## config.mk

```make
export PLATFORM = sky130hd
export DESIGN_NAME = matrix_result_buffer
export DESIGN_NICKNAME = d
export VERILOG_FILES = /design/src/rtl/matrix_result_buffer_pkg.sv /design/src/rtl/matrix_result_buffer_result_ram.sv /design/src/rtl/matrix_result_buffer.sv
export SDC_FILE = /design/constraint.sdc
export NUM_CORES = 1
export LEC_CHECK = 0
export CAP_MARGIN = 20
export CELL_PAD_IN_SITES_DETAIL_PLACEMENT = 1
export CELL_PAD_IN_SITES_GLOBAL_PLACEMENT = 1
export CORE_ASPECT_RATIO = 1.2
export CORE_MARGIN = 5
export CORE_UTILIZATION = 50
export CTS_CLUSTER_SIZE = 20
export DETAILED_ROUTE_END_ITERATION = 16
export PLACE_DENSITY = 0.94
export SLEW_MARGIN = 20
export SYNTH_ARGS = -nofsm -noshare
export SYNTH_HDL_FRONTEND = slang
export SYNTH_HIERARCHICAL = 1
export SYNTH_SLANG_ARGS = --single-unit
```

## constraint.sdc

```tcl
create_clock -name clk -period 5.1 [get_ports clk]
set_input_delay 1.02 -clock clk [delete_from_list [all_inputs] [get_ports clk]]
set_output_delay 1.02 -clock clk [all_outputs]
set_load 0.1 [all_outputs]
```

## src/rtl/matrix_result_buffer_pkg.sv

```systemverilog
// Shared definitions for the matrix result buffer: default dimension,
// FSM state encoding and the index range helper used by top and storage.
package matrix_result_buffer_pkg;

   localparam int M_DEFAULT     = 2;
   localparam int M_LEN_DEFAULT = $clog2(M_DEFAULT);

   typedef enum logic [2:0] {
      ST_IDLE    = 3'd0,
      ST_COLLECT = 3'd1,
      ST_ACK     = 3'd2,
      ST_RELEASE = 3'd3,
      ST_DRAIN   = 3'd4
   } state_t;

   function automatic logic idx_in_range(input int i, input int j, input int dim);
      return (i < dim) && (j < dim);
   endfunction

endpackage

```

## src/rtl/matrix_result_buffer_result_ram.sv

```systemverilog
// m*m x 32 register array: one write port, two combinational read ports,
// single-cycle parallel clear. Out-of-range reads return zero.
module result_ram
   import matrix_result_buffer_pkg::*;
#(
   parameter int m     = M_DEFAULT,
   parameter int m_len = $clog2(m)
) (
   input  logic             clk,
   input  logic             rst,
   input  logic             clr,
   input  logic             we,
   input  logic [m_len-1:0] wr_i,
   input  logic [m_len-1:0] wr_j,
   input  logic [31:0]      wr_data,
   input  logic [m_len-1:0] rda_i,
   input  logic [m_len-1:0] rda_j,
   output logic [31:0]      rda_data,
   input  logic [m_len-1:0] rdb_i,
   input  logic [m_len-1:0] rdb_j,
   output logic [31:0]      rdb_data
);

   localparam int AW = $clog2(m * m);

   logic [31:0] mem_r [m * m];

   function automatic logic [AW-1:0] flat(input logic [m_len-1:0] i, input logic [m_len-1:0] j);
      return AW'(int'(i) * m + int'(j));
   endfunction

   // Storage array: async reset, synchronous clear, gated in-range write
   always_ff @(posedge clk or negedge rst) begin
      if (!rst) begin
         for (int k = 0; k < m * m; k++) mem_r[k] <= 32'h0;
      end else if (clr) begin
         for (int k = 0; k < m * m; k++) mem_r[k] <= 32'h0;
      end else if (we && idx_in_range(int'(wr_i), int'(wr_j), m)) begin
         mem_r[flat(wr_i, wr_j)] <= wr_data;
      end
   end

   // Read port A: lookup for the producer's current index
   always_comb begin
      rda_data = 32'h0;
      if (idx_in_range(int'(rda_i), int'(rda_j), m)) begin
         rda_data = mem_r[flat(rda_i, rda_j)];
      end else begin
         rda_data = 32'h0;
      end
   end

   // Read port B: lookup for the drain sequencer
   always_comb begin
      rdb_data = 32'h0;
      if (idx_in_range(int'(rdb_i), int'(rdb_j), m)) begin
         rdb_data = mem_r[flat(rdb_i, rdb_j)];
      end else begin
         rdb_data = 32'h0;
      end
   end

endmodule

```

## src/rtl/matrix_result_buffer.sv

```systemverilog
// Collects m*m float32 results from a strobe/ack producer into result_ram,
// then drains them row-major over a valid/ready stream.
module matrix_result_buffer
   import matrix_result_buffer_pkg::*;
#(
   parameter int m     = M_DEFAULT,
   parameter int m_len = $clog2(m)
) (
   input  logic             clk,
   input  logic             rst,
   input  logic             start,
   input  logic [31:0]      z_in,
   input  logic [m_len-1:0] z_i,
   input  logic [m_len-1:0] z_j,
   input  logic             z_stb,
   output logic             z_ack,
   output logic [31:0]      current_element,
   input  logic             done_in,
   output logic [31:0]      out_data,
   output logic [m_len-1:0] out_i,
   output logic [m_len-1:0] out_j,
   output logic             out_valid,
   input  logic             out_ready,
   output logic             out_last,
   output logic             busy,
   output logic             idx_err
);

   state_t           state_r, next_s;
   logic             z_ack_r, out_valid_r, out_last_r, busy_r, idx_err_r, done_seen_r;
   logic [31:0]      out_data_r;
   logic [m_len-1:0] out_i_r, out_j_r;

   logic             clr_s, wr_en_s, load_s, set_err_s, finish_s, at_last_s, accept_s;
   logic [m_len-1:0] nxt_i_s, nxt_j_s;
   logic [31:0]      rdb_data_s;

   result_ram #(.m(m), .m_len(m_len)) u_ram (
      .clk      (clk),
      .rst      (rst),
      .clr      (clr_s),
      .we       (wr_en_s),
      .wr_i     (z_i),
      .wr_j     (z_j),
      .wr_data  (z_in),
      .rda_i    (z_i),
      .rda_j    (z_j),
      .rda_data (current_element),
      .rdb_i    (nxt_i_s),
      .rdb_j    (nxt_j_s),
      .rdb_data (rdb_data_s)
   );

   assign at_last_s = (int'(out_i_r) == m - 1) && (int'(out_j_r) == m - 1);
   assign accept_s  = out_valid_r && out_ready;

   // State register
   always_ff @(posedge clk or negedge rst) begin
      if (!rst) state_r <= ST_IDLE;
      else      state_r <= next_s;
   end

   // Next-state logic
   always_comb begin
      next_s = state_r;
      case (state_r)
         ST_IDLE:    if (start) next_s = ST_COLLECT; else next_s = ST_IDLE;
         ST_COLLECT: begin
            // a pending strobe always wins over a drain request
            if (z_stb)            next_s = ST_ACK;
            else if (done_seen_r) next_s = ST_DRAIN;
            else                  next_s = ST_COLLECT;
         end
         ST_ACK:     next_s = ST_RELEASE;
         ST_RELEASE: if (!z_stb) next_s = ST_COLLECT; else next_s = ST_RELEASE;
         ST_DRAIN:   if (accept_s && at_last_s) next_s = ST_IDLE; else next_s = ST_DRAIN;
         default:    next_s = ST_IDLE;
      endcase
   end

   // Output/control decode: storage strobes and next drain index
   always_comb begin
      clr_s     = 1'b0;
      wr_en_s   = 1'b0;
      set_err_s = 1'b0;
      load_s    = 1'b0;
      finish_s  = 1'b0;
      nxt_i_s   = out_i_r;
      nxt_j_s   = out_j_r;
      case (state_r)
         ST_IDLE:    clr_s = start;
         ST_COLLECT: begin
            wr_en_s   = z_stb;
            set_err_s = z_stb && !idx_in_range(int'(z_i), int'(z_j), m);
            if (!z_stb && done_seen_r) begin
               load_s  = 1'b1;
               nxt_i_s = '0;
               nxt_j_s = '0;
            end else begin
               load_s  = 1'b0;
            end
         end
         ST_DRAIN: begin
            if (accept_s && at_last_s) begin
               finish_s = 1'b1;
            end else if (accept_s) begin
               load_s = 1'b1;
               if (int'(out_j_r) == m - 1) begin
                  nxt_j_s = '0;
                  nxt_i_s = out_i_r + m_len'(1);
               end else begin
                  nxt_j_s = out_j_r + m_len'(1);
               end
            end else begin
               load_s = 1'b0;
            end
         end
         default: clr_s = 1'b0;
      endcase
   end

   // Registered outputs, drain index and sticky flags
   always_ff @(posedge clk or negedge rst) begin
      if (!rst) begin
         z_ack_r     <= 1'b0;
         out_valid_r <= 1'b0;
         out_last_r  <= 1'b0;
         busy_r      <= 1'b0;
         idx_err_r   <= 1'b0;
         done_seen_r <= 1'b0;
         out_data_r  <= 32'h0;
         out_i_r     <= '0;
         out_j_r     <= '0;
      end else begin
         z_ack_r     <= (next_s == ST_ACK);
         out_valid_r <= (next_s == ST_DRAIN);
         busy_r      <= (next_s != ST_IDLE);
         if (clr_s)          idx_err_r <= 1'b0;
         else if (set_err_s) idx_err_r <= 1'b1;
         if (clr_s || finish_s) done_seen_r <= 1'b0;
         else if (done_in && (state_r == ST_COLLECT || state_r == ST_ACK || state_r == ST_RELEASE))
            done_seen_r <= 1'b1;
         if (load_s) begin
            out_data_r <= rdb_data_s;
            out_i_r    <= nxt_i_s;
            out_j_r    <= nxt_j_s;
            out_last_r <= (int'(nxt_i_s) == m - 1) && (int'(nxt_j_s) == m - 1);
         end else if (finish_s) begin
            out_last_r <= 1'b0;
         end
      end
   end

   assign z_ack     = z_ack_r;
   assign out_valid = out_valid_r;
   assign out_last  = out_last_r;
   assign out_data  = out_data_r;
   assign out_i     = out_i_r;
   assign out_j     = out_j_r;
   assign busy      = busy_r;
   assign idx_err   = idx_err_r;

endmodule

```

Word level (Yosys, flattened, before mapping)
Cells that the tools add are included.
{"block": "totals", "reg_bits": 170, "word_cells": 83}
{"block": "op_classes", "addsub": 4, "magnitude_cmp": 3, "n_eq_ne": 6, "n_mux": 39, "bitwise_logic": 2, "n_reduce_logical": 16}
{"cell": "$mux 128", "n": 2}
{"cell": "$mux 32", "n": 5}
{"cell": "$bmux 32 s2", "n": 2}
{"cell": "$bwmux 128", "n": 1}
{"cell": "$demux 32 s2", "n": 1}
{"cell": "$mux 1", "n": 20}
{"cell": "$pmux 3 s5", "n": 1}
{"cell": "$eq 3x2->1 const B", "n": 3}
{"cell": "$mux 3", "n": 3}
{"cell": "$logic_and 1x1->1", "n": 7}
{"cell": "$eq 3x3->1 const B", "n": 2}
{"cell": "$ge 3x3->1 const B", "n": 2}
{"cell": "$not 2->3", "n": 2}
{"cell": "$pmux 1 s2", "n": 3}
{"cell": "$reduce_bool 2->1", "n": 3}
{"cell": "$add 2x1->2", "n": 2}
{"cell": "$eq 3x1->1 const B", "n": 1}
{"cell": "$logic_not 3->1", "n": 1}
{"cell": "$logic_or 1x1->1", "n": 3}
{"cell": "$lt 3x1->1 const B", "n": 1}
{"cell": "$reduce_bool 3->1", "n": 1}
{"cell": "$add 1x1->1 const B", "n": 2}
{"cell": "$mux 2", "n": 1}
{"cell": "$logic_not 1->1", "n": 1}

Longest topological paths before layout
Gate-level depths: netlist (run 1).
{"block": "depth", "word_depth": 10, "depth_mapped": 10}

Modules after synthesis
Netlist (run 1), hierarchy kept.
{"module": "result_ram", "instances": 1, "cells_per_inst": 532, "area_per_inst_um2": 7193.1, "seq_area_each_um2": 3203.1}
{"module": "matrix_result_buffer", "instances": 1, "cells_per_inst": 114, "area_per_inst_um2": 1819.2, "seq_area_each_um2": 1051.0}

Worst setup path before layout (run 1)
Ideal clock, no wire load.
{"block": "synth_path", "kind": "input-to-output", "start": "in z_j", "end": "out current_element[10]", "arrival_time_ns": 2.272, "required_time_ns": 4.080, "setup_slack_ns": 1.808, "cell_stages": 3, "n_path_buf": 2, "path_cell_list": "clkbuf_1 buf_4 mux4_2"}
{"block": "synth_via", "elab_chain_len": 5}
{"item": "start, declared", "line": "matrix_result_buffer.sv:14", "rtl": "input logic [m_len-1:0] z_j,"}
{"item": "$add 2x1->2", "line": "matrix_result_buffer_result_ram.sv:29", "rtl": "return AW'(int'(i) * m + int'(j));"}
{"item": "$not 2->3 (not written as such)", "line": "matrix_result_buffer_result_ram.sv:47", "rtl": "rda_data = mem_r[flat(rda_i, rda_j)];"}
{"item": "$bmux 32 s2", "line": "matrix_result_buffer_result_ram.sv:47"}
{"item": "$mux 32 (not written as such) (2 in series)", "line": "matrix_result_buffer_result_ram.sv:47"}
{"item": "end, declared", "line": "matrix_result_buffer.sv:17", "rtl": "output logic [31:0] current_element,"}
Every way passes these cells. The select of a mux whose other input is x is not followed.

Final worst setup path (run 1)
{"block": "layout_path", "start": "in z_j", "end": "out current_element[31]"}
The elaborated chain is that of the path after synthesis.

==> flow_metrics.py, run 1 <==
metrics = {
    "sta": {
        "hold_viol": 0,
        "fin_crit_sh": 0.729,
        "slew_violations": 0,
        "finalSetupViolCount": 0,
        "max-slew-margin-rel": 0.305,
        "min_period_ns": 3.72,
        "tns_ns": 0,
        "max_freq_mhz": 269,
        "rsz0062_at_grt": "no",
        "tightest_slew_ns": 1.04,
        "skew_ns": 0.00961,
    },
    "cts": {
        "cts-resized-gates": 0,
        "clockRootBuffer": "clkbuf_16",
        "cts_buffer_depth": 2,
        "path_clk_slew_ns": 0.06,
        "cts_made_buffers": 17,
        "cts_tree": "yes",
        "cts_setup_buffers": 0,
        "cts_max_level": 4,
        "clk_latency_ns": 0.43,
        "postCtsHoldBufs": 0,
        "cts_sinks": 170,
    },
    "yosys": {
        "synth.area.top_cells": "dfrtp_1 (47%), mux4_2 (16%), mux2i_1 (14%), nand2b_1 (11%), mux2_4 (4.3%)",
        "async_reset_ff_frac": 1.00,
        "avgSynthCellArea_um2": 14.0,
        "ys_seq_area_frac": 0.472,
        "synth-edff-count": 0,
        "ys_types": 36,
        "synth_flop_cell": "dfrtp_1",
        "synth.top_cell.area_share": 0.472,
        "synth-seq-cells": 170,
        "syn_nets": 687,
        "yosys_warnings": 6,
        "synthCells": 646,
        "syn_area_mm2": 0.00901,
        "synth_top_cell_by_area": "dfrtp_1",
    },
    "layout": {
        "n_fill_cell": 1707,
        "areaGrowthSynthToFinish_pct": 19.5,
        "nets": 780,
        "antenna_cells": 0,
        "layout-drive-gt1-share": 0.250,
        "layout_commonest_cell": "dfrtp_1",
        "layout_common_cells": "dfrtp_1 (170), nand2b_1 (160), mux2i_1 (129), clkdlybuf4s50_1 (74), mux4_2 (64)",
    },
    "setup_path": {
        "path_max_fanout": 20,
        "critPathKind": "primary input to output pin",
        "endpoint": "current_element[31]",
        "rrSetupSlack_ns": 2.12,
        "r2r-end": "out_data[31]",
        "crit_required_ns": 4.08,
        "r2r-start": "state_r[1]",
        "startpoint": "z_j",
        "end_kind": "output pin",
        "crit_path_start_kind": "primary input",
        "rr_worst_depth": 7,
        "crit_arrival_ns": 2.70,
    },
    "global_routing": {
        "grt_pass1_wl_mm": 39.1,
        "grtUsageTotal": 0.243,
        "gr-total-overflow": 0,
        "antenna_found_initial": 0,
        "grt_max_degree": 100,
        "grt_pass1_vias": 6836,
    },
    "routing": {
        "firstDrtPassIters": 4,
        "wl_per_cell_um": 25.2,
        "drc": 0,
        "ant_nets": 0,
        "drt-initial-drc-count": 411,
        "drt-total-wl_mm": 24.5,
        "vias": 5821,
        "viasPerCell": 5.99,
    },
    "floorplanning": {
        "die_h_um": 157,
        "fp-row-count": 53,
        "core_area_mm2": 0.0176,
        "ios": 111,
        "dieArea_mm2": 0.0208,
        "die_x_um": 133,
        "initial_core_util": 0.511,
    },
    "worst_hold_path": {
        "holdCritPathClass": "flop to flop",
    },
    "status": {
        "status": "completed",
    },
    "flow_run": {
        "drv_cap": 0,
    },
    "placed_design": {
        "io_buffers": 109,
        "hpwl_mm": 15.9,
        "globalplace.congestion": 0.738,
    },
}
-- routing by layer --
layer	up-vias	share of wire	GRT usage
met1	3121	0.39	0.283
met4	0	0.026	0.101
met2	157	0.55	0.446
li1	2501	-	-
met3	42	0.031	0.0396
met5	-	0	0
-- worst min path at each step --
| stage | start | end | slack [ns] | cells past startpoint |
|---|---|---|---|---|
| floorplan | u_ram/mem_r[83] | u_ram/mem_r[83] | 0.52 | 2 |
| global placement | out_data[6] | out_data[6] | 0.50 | 1 |
| detailed placement | out_data[27] | out_data[27] | 0.50 | 1 |
| CTS | out_data[13] | out_data[13] | 0.51 | 1 |
| global route | out_data[6] | out_data[6] | 0.53 | 1 |
| finish | out_data[10] | out_data[10] | 0.51 | 1 |
-- cell usage after synthesis (2+ instances only) --
| cell type | count |
|---|---|
| dfrtp_1 | 170 |
| and2_1 | 2 |
| nand2_1 | 4 |
| nand3b_1 | 2 |
| nand3_1 | 4 |
| buf_6 | 3 |
| mux2i_1 | 129 |
| mux2_4 | 26 |
| mux2_2 | 8 |
| clkbuf_1 | 20 |
| nand2b_1 | 160 |
| a22o_1 | 2 |
| mux4_2 | 64 |
| inv_1 | 3 |
| buf_2 | 12 |
| nor2_1 | 4 |
| buf_4 | 8 |
| buf_12 | 2 |
| buf_1 | 6 |
-- layout make-up --
| type | count | area, µm² | area share |
|---|---|---|---|
| inverters | 3 | 11.3 | 0.00105 |
| well taps | 220 | 275 | 0.0256 |
| repair buffers | 125 | 1130 | 0.105 |
| clock buffers | 23 | 488 | 0.0453 |
| clock inverters | 9 | 136 | 0.0127 |
| multi-input cells | 422 | 4470 | 0.415 |
| flip-flops and latches | 170 | 4250 | 0.395 |
-- through the flow --
step                hold slack (ns)  instance area [µm²]  utilization  setup slack, ns  instances
global placement              0.496                10100        0.575             1.35        940
finish                        0.509                10800        0.611             1.38        972
global route                  0.528                10800        0.611             1.27        972
CTS                           0.514                10800        0.611             1.34        972
floorplan                     0.523                 9010            -             1.81        646
detailed placement            0.496                10100        0.575             1.27        940
-- worst max-delay path, cell delays in order --
cell,delay [ns]
buf_2,0.47
buf_4,0.36
mux4_2,0.57
buf_4,0.26
-- cells by family (layout without fill, tap and decap cells) --
kind of cell / count (synthesis) / count (layout) / synth area share
AOI/OAI and AO/OA: 7 / 7 / 0.00611
adders and majority gates: 1 / 1 / 0.00139
buffers and inverters: 54 / 160 / 0.0336
DFF: 170 / 170 / 0.472
muxes: 227 / 227 / 0.357
other: 1 / 1 / 0.000416
and+or+nand+nor: 186 / 186 / 0.130
-- registers in the layout, indices dropped and copies added, names as in the netlist --
register,cells
u_ram/mem_r,128
out_data,32
state_r,3
busy,1
done_seen_r,1
out_i,1
out_j,1
out_last,1
out_valid,1
z_ack,1
Power of run 1 is not shown: default switching activity piles up to over one toggle a cycle in this logic, so the estimate is an artifact.
==> run 2, diff against run 1 <==
CORE_UTILIZATION = 46   (was 50)
PLACE_DENSITY = 0.88   (was 0.94)
clock period = 3.8 ns   (was 5.1 ns; I/O delays follow)
==> flow_metrics.py, run 2 (synthesized netlist as in run 1, its figures left out) <==
metrics = {
    "global_routing": {
        "grt_pass1_wl_mm": 39.0,
        "grt_pass1_vias": 6880,
        "antenna_found_initial": 0,
        "gr-total-overflow": 0,
        "grt_max_degree": 161,
        "grtUsageTotal": 0.229,
    },
    "sta": {
        "tns_ns": 0,
        "skew_ns": 0.00862,
        "finalSetupViolCount": 0,
        "min_period_ns": 3.05,
        "max-slew-margin-rel": 0.330,
        "fin_crit_sh": 0.803,
        "tightest_slew_ns": 1.00,
        "max_freq_mhz": 328,
        "hold_viol": 0,
        "rsz0062_at_grt": "no",
        "whs_ns": 0.375,
        "slew_violations": 0,
    },
    "layout": {
        "antenna_cells": 0,
        "stdcell_count": 1016,
        "areaGrowthSynthToFinish_pct": 21.5,
        "layout_common_cells": "dfrtp_1 (170), nand2b_1 (160), mux2i_1 (129), clkdlybuf4s50_1 (74), mux4_2 (64)",
        "layout-drive-gt1-share": 0.250,
        "postLayoutCoreUtil": 0.564,
        "layout_commonest_cell": "dfrtp_1",
        "largest_register_ffs": 128,
        "nets": 784,
        "top_register": "u_ram/mem_r",
    },
    "cts": {
        "clockRootBuffer": "clkbuf_16",
        "cts_tree": "yes",
        "cts_buffer_depth": 2,
        "cts-resized-gates": 0,
        "cts_made_buffers": 17,
        "postCtsHoldBufs": 0,
        "path_clk_slew_ns": 0.06,
        "cts_max_level": 4,
        "cts_sinks": 170,
        "clk_latency_ns": 0.42,
        "cts_setup_buffers": 0,
    },
    "setup_path": {
        "cp.depth": 6,
        "path_cells": "clkdlybuf4s50_1, nand4_2, nor2_1, a22o_2, mux4_2, mux2_4",
        "startpoint": "out_ready",
        "crit_required_ns": 4.11,
        "crit_path_start_kind": "primary input",
        "r2r-start": "state_r[1]",
        "endpoint": "out_data[23]",
        "critPathKind": "primary input to flop",
        "path_max_fanout": 32,
        "rrSetupSlack_ns": 0.84,
        "end_kind": "flop",
        "critical_path_buf_inv_count": 1,
        "slowest_stage": "a22o_2",
        "crit_arrival_ns": 3.36,
        "cp_top_family": "compound AO/OA/AOI/OAI gates",
        "r2r-end": "out_data[23]",
        "slowest_delay_ns": 0.88,
        "rr_worst_depth": 6,
    },
    "placed_design": {
        "hpwl_mm": 15.5,
        "io_buffers": 109,
        "globalplace.congestion": 0.784,
        "dp_cells": 985,
    },
    "routing": {
        "firstDrtPassIters": 5,
        "wl_per_cell_um": 23.9,
        "drt-total-wl_mm": 24.3,
        "drc": 0,
        "ant_nets": 0,
        "vias": 5807,
        "drt-initial-drc-count": 246,
        "viasPerCell": 5.72,
    },
    "floorplanning": {
        "initial_core_util": 0.464,
        "dieArea_mm2": 0.0225,
        "core_area_mm2": 0.0194,
        "fp-row-count": 56,
        "die_h_um": 163,
        "die_x_um": 138,
        "ios": 111,
    },
    "worst_hold_path": {
        "holdCritPathClass": "primary input to async pin",
    },
    "flow_run": {
        "drv_cap": 0,
    },
    "status": {
        "status": "completed",
    },
}
run 2: cell count changes in the layout (fill, tap and decap cells not counted), sizes merged:
cell	delta
clkinv	+2
buf	+4
inv	-1
clkinvlp	-2
run 2: metal layers:
layer / GRT usage / part of all wire / wire length (µm)
met5: 0 / 0 / 0
met4: 0.0970 / 0.033 / 807
met3: 0.0373 / 0.040 / 960
met2: 0.406 / 0.54 / 13100
met1: 0.274 / 0.39 / 9460
run 2: how the worst min path moves through the flow:
| stage | depth (start not counted) | end | slack (ns) | from |
|---|---|---|---|---|
| 6_report | 1 | busy | 0.37 | rst |
| 5_1_grt | 1 | busy | 0.44 | rst |
| 4_1_cts | 1 | busy | 0.40 | rst |
| 3_5_place_dp | 1 | out_data[4] | 0.51 | out_data[4] |
| 3_3_place_gp | 1 | out_data[3] | 0.50 | out_data[3] |
| 2_1_floorplan | 0 | busy | 0.46 | rst |
run 2: through the flow:
step | setup WS [ns] | instance area (µm²)
after floorplan | 0.521 | 9010
after global placement | 0.516 | 10400
after detailed placement | 0.371 | 10400
after CTS | 0.782 | 11000
after global routing | 0.633 | 11000
final | 0.750 | 11000
run 2: area by class of cell:
cell class	count	area [µm²]
Timing Repair Buffer	129	1300
Tap cell	261	327
Inverter	3	11.3
Clock inverter	8	119
Clock buffer	23	468
Multi-Input combinational cell	422	4470
Sequential cell	170	4250
Fill cell	1902	8450
run 2: worst register-to-register path, cell delays in order (launching register included):
cell and delay (ns):
dfrtp_1 0.47, nor2_2 0.23, nand4_2 0.21, nor2_1 0.32, a22o_2 0.88, mux4_2 0.45
mux2_4 0.28
Power of run 2 is left out for the same reason.
